--- config.mk ---
export PLATFORM = sky130hd
export DESIGN_NAME = urv_divide_radix
export DESIGN_NICKNAME = d
export VERILOG_FILES = /design/src/rtl/urv_divide_radix.sv
export SDC_FILE = /design/constraint.sdc
export NUM_CORES = 1
export LEC_CHECK = 0
export BUFFER_PORTS_ARGS = -buffer_cell sky130_fd_sc_hd__buf_4
export CAP_MARGIN = 40
export CORE_ASPECT_RATIO = 0.7
export CORE_MARGIN = 1.5
export CORE_UTILIZATION = 30
export CTS_CLUSTER_SIZE = 24
export DETAILED_ROUTE_END_ITERATION = 12
export GPL_TIMING_DRIVEN = 0
export PLACE_DENSITY = 0.57
export SLEW_MARGIN = 30
export SYNTH_ARGS = -nofsm -noshare
export SYNTH_HDL_FRONTEND = slang
export SYNTH_SLANG_ARGS = --single-unit
--- constraint.sdc ---
create_clock -name clk_i -period 21.6 [get_ports clk_i]
set_input_delay 5.4 -clock clk_i [delete_from_list [all_inputs] [get_ports clk_i]]
set_output_delay 5.4 -clock clk_i [all_outputs]
set_load 0.05 [all_outputs]
--- src/rtl/urv_divide_radix.sv ---
// Multi-cycle restoring divider for RV32M DIV/DIVU/REM/REMU.
// Retires G_BITS_PER_CYCLE quotient bits per iteration; div-by-zero/overflow have a fast path.
module urv_divide_radix #(
  parameter int unsigned G_WIDTH          = 32,
  parameter int unsigned G_BITS_PER_CYCLE = 1,
  parameter bit          G_FAST_SPECIAL   = 1'b1
) (
  input  logic               clk_i,
  input  logic               rst_i,
  input  logic               x_stall_i,
  input  logic               x_kill_i,
  output logic               x_stall_req_o,
  input  logic               d_valid_i,
  input  logic               d_is_divide_i,
  input  logic [G_WIDTH-1:0] d_rs1_i,
  input  logic [G_WIDTH-1:0] d_rs2_i,
  input  logic [2:0]         d_fun_i,
  output logic [G_WIDTH-1:0] x_rd_o
);

  localparam int unsigned N    = G_WIDTH / G_BITS_PER_CYCLE;
  localparam int unsigned CntW = $clog2(N + 1);

  typedef enum logic [2:0] {StIdle, StPrep, StIter, StFix, StDone} state_e;

  state_e             state_q, state_d;
  logic [G_WIDTH-1:0] rs1_q, rs1_d;
  logic [G_WIDTH-1:0] rs2_q, rs2_d;
  logic [G_WIDTH-1:0] n_q, n_d;    // dividend shifts out, quotient shifts in
  logic [G_WIDTH-1:0] d_q, d_d;
  logic [G_WIDTH-1:0] r_q, r_d;
  logic [G_WIDTH-1:0] rd_q, rd_d;
  logic [CntW-1:0]    cnt_q, cnt_d;
  logic               signed_q, signed_d;
  logic               is_rem_q, is_rem_d;
  logic               quot_neg_q, quot_neg_d;
  logic               rem_neg_q, rem_neg_d;
  logic               div0_q, div0_d;
  logic               ovf_q, ovf_d;

  logic               start;
  logic               busy;
  logic [G_WIDTH:0]   shifted;
  logic [G_WIDTH-1:0] rem_v, num_v;
  logic               unused_fun;

  assign unused_fun = d_fun_i[2];

  assign start = d_valid_i & d_is_divide_i & ~x_stall_i & ~x_kill_i;
  assign busy  = (state_q != StIdle) && (state_q != StDone);

  assign x_stall_req_o = start | (busy & ~x_kill_i);
  assign x_rd_o        = rd_q;

  // One iteration step of restoring division, unrolled G_BITS_PER_CYCLE times.
  always_comb begin
    rem_v   = r_q;
    num_v   = n_q;
    shifted = '0;
    for (int unsigned i = 0; i < G_BITS_PER_CYCLE; i++) begin
      shifted = {rem_v, num_v[G_WIDTH-1]};
      num_v   = num_v << 1;
      if (shifted >= {1'b0, d_q}) begin
        shifted  = shifted - {1'b0, d_q};
        num_v[0] = 1'b1;
      end
      rem_v = shifted[G_WIDTH-1:0];
    end
  end

  always_comb begin
    state_d    = state_q;
    rs1_d      = rs1_q;
    rs2_d      = rs2_q;
    n_d        = n_q;
    d_d        = d_q;
    r_d        = r_q;
    rd_d       = rd_q;
    cnt_d      = cnt_q;
    signed_d   = signed_q;
    is_rem_d   = is_rem_q;
    quot_neg_d = quot_neg_q;
    rem_neg_d  = rem_neg_q;
    div0_d     = div0_q;
    ovf_d      = ovf_q;

    unique case (state_q)
      StIdle: begin
        if (start) begin
          rs1_d    = d_rs1_i;
          rs2_d    = d_rs2_i;
          signed_d = ~d_fun_i[0];
          is_rem_d = d_fun_i[1];
          state_d  = StPrep;
        end
      end
      StPrep: begin
        n_d        = (signed_q && rs1_q[G_WIDTH-1]) ? -rs1_q : rs1_q;
        d_d        = (signed_q && rs2_q[G_WIDTH-1]) ? -rs2_q : rs2_q;
        r_d        = '0;
        quot_neg_d = signed_q & (rs1_q[G_WIDTH-1] ^ rs2_q[G_WIDTH-1]);
        rem_neg_d  = signed_q & rs1_q[G_WIDTH-1];
        div0_d     = (rs2_q == '0);
        ovf_d      = signed_q && (rs1_q == {1'b1, {(G_WIDTH-1){1'b0}}}) && (rs2_q == '1);
        cnt_d      = CntW'(N);
        state_d    = (G_FAST_SPECIAL && (div0_d || ovf_d)) ? StFix : StIter;
      end
      StIter: begin
        n_d   = num_v;
        r_d   = rem_v;
        cnt_d = cnt_q - CntW'(1);
        if (cnt_q == CntW'(1)) begin
          state_d = StFix;
        end
      end
      StFix: begin
        // Special results are raw: the sign correction is skipped for them.
        if (div0_q) begin
          rd_d = is_rem_q ? rs1_q : '1;
        end else if (ovf_q) begin
          rd_d = is_rem_q ? '0 : rs1_q;
        end else if (is_rem_q) begin
          rd_d = rem_neg_q ? -r_q : r_q;
        end else begin
          rd_d = quot_neg_q ? -n_q : n_q;
        end
        state_d = StDone;
      end
      StDone: begin
        state_d = StIdle;
      end
      default: begin
        state_d = StIdle;
      end
    endcase

    if (busy && x_kill_i) begin
      state_d = StIdle;
      rd_d    = rd_q;
    end
  end

  always_ff @(posedge clk_i or posedge rst_i) begin
    if (rst_i) begin
      state_q    <= StIdle;
      rs1_q      <= '0;
      rs2_q      <= '0;
      n_q        <= '0;
      d_q        <= '0;
      r_q        <= '0;
      rd_q       <= '0;
      cnt_q      <= '0;
      signed_q   <= 1'b0;
      is_rem_q   <= 1'b0;
      quot_neg_q <= 1'b0;
      rem_neg_q  <= 1'b0;
      div0_q     <= 1'b0;
      ovf_q      <= 1'b0;
    end else begin
      state_q    <= state_d;
      rs1_q      <= rs1_d;
      rs2_q      <= rs2_d;
      n_q        <= n_d;
      d_q        <= d_d;
      r_q        <= r_d;
      rd_q       <= rd_d;
      cnt_q      <= cnt_d;
      signed_q   <= signed_d;
      is_rem_q   <= is_rem_d;
      quot_neg_q <= quot_neg_d;
      rem_neg_q  <= rem_neg_d;
      div0_q     <= div0_d;
      ovf_q      <= ovf_d;
    end
  end

endmodule

==> implementation parameters <==
Parameter                              Value

Drt
  Post-route antenna net violation count    0
  Number of remaining DRC errors    0
  Wire length after detailed routing    44120 um
  Overall via count from detail_route    12110
  Pre-Repair DR Iteration Count    6
  Iter 0 DRT Violations    1229
  Average wire per standard cell    20.10 um
  Via-to-Cell Ratio    5.515

CTS
  TritonCTS Buffers    24
  Number of gates given a new drive strength after cts    0
  CTS clk-pin slew, worst paths    0.06 ns
  Number of sinks on the clock net    207
  Post-CTS Setup Bufs    0
  Level count of the clock H-tree    1
  TritonCTS clock tree    built
  Clock Latency Late Sink    0.54 ns
  Bufs on Longest Clock Path    3
  Number of buffers added to fix hold violations after cts    0
  Cell at the root of the clock tree    sky130_fd_sc_hd__clkbuf_16

Cells and area
  Antenna Cells    0
  Most used cells in the layout excluding fill and tap cells    207 x sky130_fd_sc_hd__dfrtp_1, 138 x sky130_fd_sc_hd__o21ai_0, 136 x sky130_fd_sc_hd__nand2_1
  Final cell area excluding filler cells    15680 um^2
  Post-route core utilization    36.76%
  Area growth from synthesis to layout    19.88%
  Leading cell type in the layout, fill and taps excluded    sky130_fd_sc_hd__dfrtp_1
  Net total in the final layout    1705
  Share of layout cells above drive strength 1    14.91%
  Number of standard cells in the final layout excluding fillers    2195

Setup path
  Crit path kind    primary input to output pin
  Arrival time of data at the critical path endpoint    6.17 ns
  CP Data Required Time    16.20 ns
  Crit start category    primary input
  Crit path max fanout    5
  Crit path capture type    output pin

Power
  Reported leakage power    0.006584 uW
  Largest voltage drop on the vdd net    0.07037 mV
  PD cells    158.2 nW/um^2

Hold path
  Worst min-delay path class    flip-flop to flip-flop

Yosys
  Mean post-synth cell area    8.992 um^2
  Count of state elements after synthesis    207
  Synthesized cell area    13080 um^2
  Sequential element share of the synthesized area    39.62%
  Synth Net Count    1567
  Most used flip-flop cell after synthesis    sky130_fd_sc_hd__dfrtp_1
  Gate count after technology mapping    1454
  Yosys synthesis warning count    0
  Number of synthesized flops with an enable pin    0
  Number of distinct library cells after synthesis    68
  Fraction of registers with async set/reset    100.0%

STA
  Number of hold violations in the final report    0
  Peak clock frequency supported by timing    86.40 MHz
  Setup TNS    0 ns
  Transition time of the tightest slew-check pin    0.8554 ns
  Hold slack final    0.4822 ns
  Max-slew violation total from the final report    0
  Final critical-path required period    11.57 ns
  Max Clock Skew    0.01817 ns
  Rel. slew slack    42.54%
  Crit share post-route    53.58%
  Count of final setup violators    0
  RSZ-0062 raised after global routing    no

Floorplan
  Die Wd    252.5 um
  Core region area    42640 um^2
  Num rows    63
  Die outline height    177.7 um
  Area enclosed by the die boundary    44860 um^2
  Starting utilization of the core area    30.66%
  Total I/O pin count    106

Status
  Run status    finished clean

Flow run
  Number of max-cap violations    0

GRT
  Pin count of the biggest net entering global routing    80
  Antenna violations before repair    0
  Via count of the first global-routing pass    11440
  Gr ovfl total    0
  Global-route total usage across every layer    19.76%
  Global-route wire length before repair    68800 um

Placed design
  Area after detailed placement    14690 um^2
  Weighted congestion at the end of routability-driven global placement    0.8989
  PortBufs    104
  Count of placed standard cells including taps    2150
  Detailed Place HPWL    33960 um
[kinds of logic after synthesis]
group                      Yosys count  share of synthesized area, %
muxes                               64                         5.464
xor gates and xnor gates           145                         9.713
and+or+nand+nor                    446                         16.90
DFF                                207                         39.62
buffers and inverters              139                         4.057
AOI/OAI and AO/OA                  413                         20.36
adders and majority gates           40                         3.885
[final cells by class]
type | count | area, um^2
timing repair buffer | 112 | 880.8
clock buffer | 30 | 664.4
multi-input combinational | 1108 | 7373
tap | 585 | 732.0
buffer | 83 | 320.3
inverter | 56 | 217.7
fill | 4370 | 26970
clock inverter | 14 | 306.5
sequential | 207 | 5180
[registers in the layout, summed over array words and instances (netlist names)]
register / flops
quot_neg_q: 1
d_q: 32
signed_q: 1
r_q: 32
n_q: 32
rs1_q: 32
rs2_q: 32
div0_q: 1
cnt_q: 6
rem_neg_q: 1
x_rd_o: 32
state_q: 3
is_rem_q: 1
ovf_q: 1
[worst paths after layout]
path	slack [ns]	to	start	depth (start not counted)
hold / removal	0.48	d_q[25]	d_q[25]	2
min in group asynchronous	4.88	rs2_q[23]	rst_i	2
hold reg to reg	0.48	d_q[25]	d_q[25]	2
setup / recovery	10.03	x_stall_req_o	x_kill_i	5
setup reg to reg	17.27	r_q[13]	r_q[0]	12
max in group asynchronous	15.56	x_rd_o[11]	rst_i	4
[power breakdown]
part           internal (uW)  total [uW]  leakage [uW]  switching (uW)
clock                    326         504      0.000462             178
combinational            500        1270       0.00349             768
sequential               521         708       0.00263             187
total                   1350        2480       0.00658            1130
[critical path: stages]
cell and delay (ns):
sky130_fd_sc_hd__buf_4 0.13, sky130_fd_sc_hd__nor2_1 0.09, sky130_fd_sc_hd__nand4_1 0.18, sky130_fd_sc_hd__o21ai_0 0.14, sky130_fd_sc_hd__buf_4 0.23
[metal layers]
metal	routed length, um	GRT usage, %	vias up
li1	-	-	5593
met2	18430	28.65	474
met5	0	0	-
met4	672	3.343	0
met1	21810	30.59	5994
met3	3204	3.315	44
[synthesized netlist by cell type, types with 4 or more instances]
cell / instances / area, um^2
sky130_fd_sc_hd__nand3_1: 75 / 375.4
sky130_fd_sc_hd__o31ai_1: 27 / 202.7
sky130_fd_sc_hd__ha_1: 39 / 488.0
sky130_fd_sc_hd__xnor2_1: 92 / 805.8
sky130_fd_sc_hd__o311ai_0: 4 / 35.03
sky130_fd_sc_hd__a21oi_1: 92 / 460.4
sky130_fd_sc_hd__nor2_1: 94 / 352.8
sky130_fd_sc_hd__nand2_1: 136 / 510.5
sky130_fd_sc_hd__nor3_1: 22 / 110.1
sky130_fd_sc_hd__and2_1: 6 / 37.54
sky130_fd_sc_hd__nand2b_1: 9 / 56.30
sky130_fd_sc_hd__nand4_1: 19 / 118.9
sky130_fd_sc_hd__a222oi_1: 6 / 60.06
sky130_fd_sc_hd__dfrtp_1: 207 / 5180
sky130_fd_sc_hd__inv_1: 55 / 206.5
sky130_fd_sc_hd__a21o_1: 13 / 97.59
sky130_fd_sc_hd__o41ai_1: 11 / 96.34
sky130_fd_sc_hd__or4_4: 8 / 90.09
sky130_fd_sc_hd__mux2i_1: 5 / 50.05
sky130_fd_sc_hd__a211oi_1: 7 / 52.55
sky130_fd_sc_hd__nor4_1: 14 / 87.58
sky130_fd_sc_hd__xor2_1: 53 / 464.2
sky130_fd_sc_hd__o21ai_0: 138 / 690.7
sky130_fd_sc_hd__nor2b_1: 9 / 56.30
sky130_fd_sc_hd__or4_1: 20 / 150.1
sky130_fd_sc_hd__o21a_1: 4 / 30.03
sky130_fd_sc_hd__mux2_2: 59 / 664.4
sky130_fd_sc_hd__clkbuf_1: 79 / 296.5
sky130_fd_sc_hd__or3_1: 15 / 93.84
sky130_fd_sc_hd__o21ai_1: 4 / 20.02
sky130_fd_sc_hd__a221oi_1: 15 / 131.4
sky130_fd_sc_hd__a31oi_1: 11 / 68.82
sky130_fd_sc_hd__a32oi_1: 9 / 78.83
sky130_fd_sc_hd__a22oi_1: 40 / 300.3
[per-stage QoR]
stage / setup slack [ns] / total power (uW)
2_1_floorplan: 9.704 / 1573
3_3_place_gp: 7.917 / 1936
3_5_place_dp: 10.03 / 1954
4_1_cts: 10.03 / 2466
5_1_grt: 9.926 / 2652
6_report: 10.03 / 2480
(Power assumes the default switching activity.)
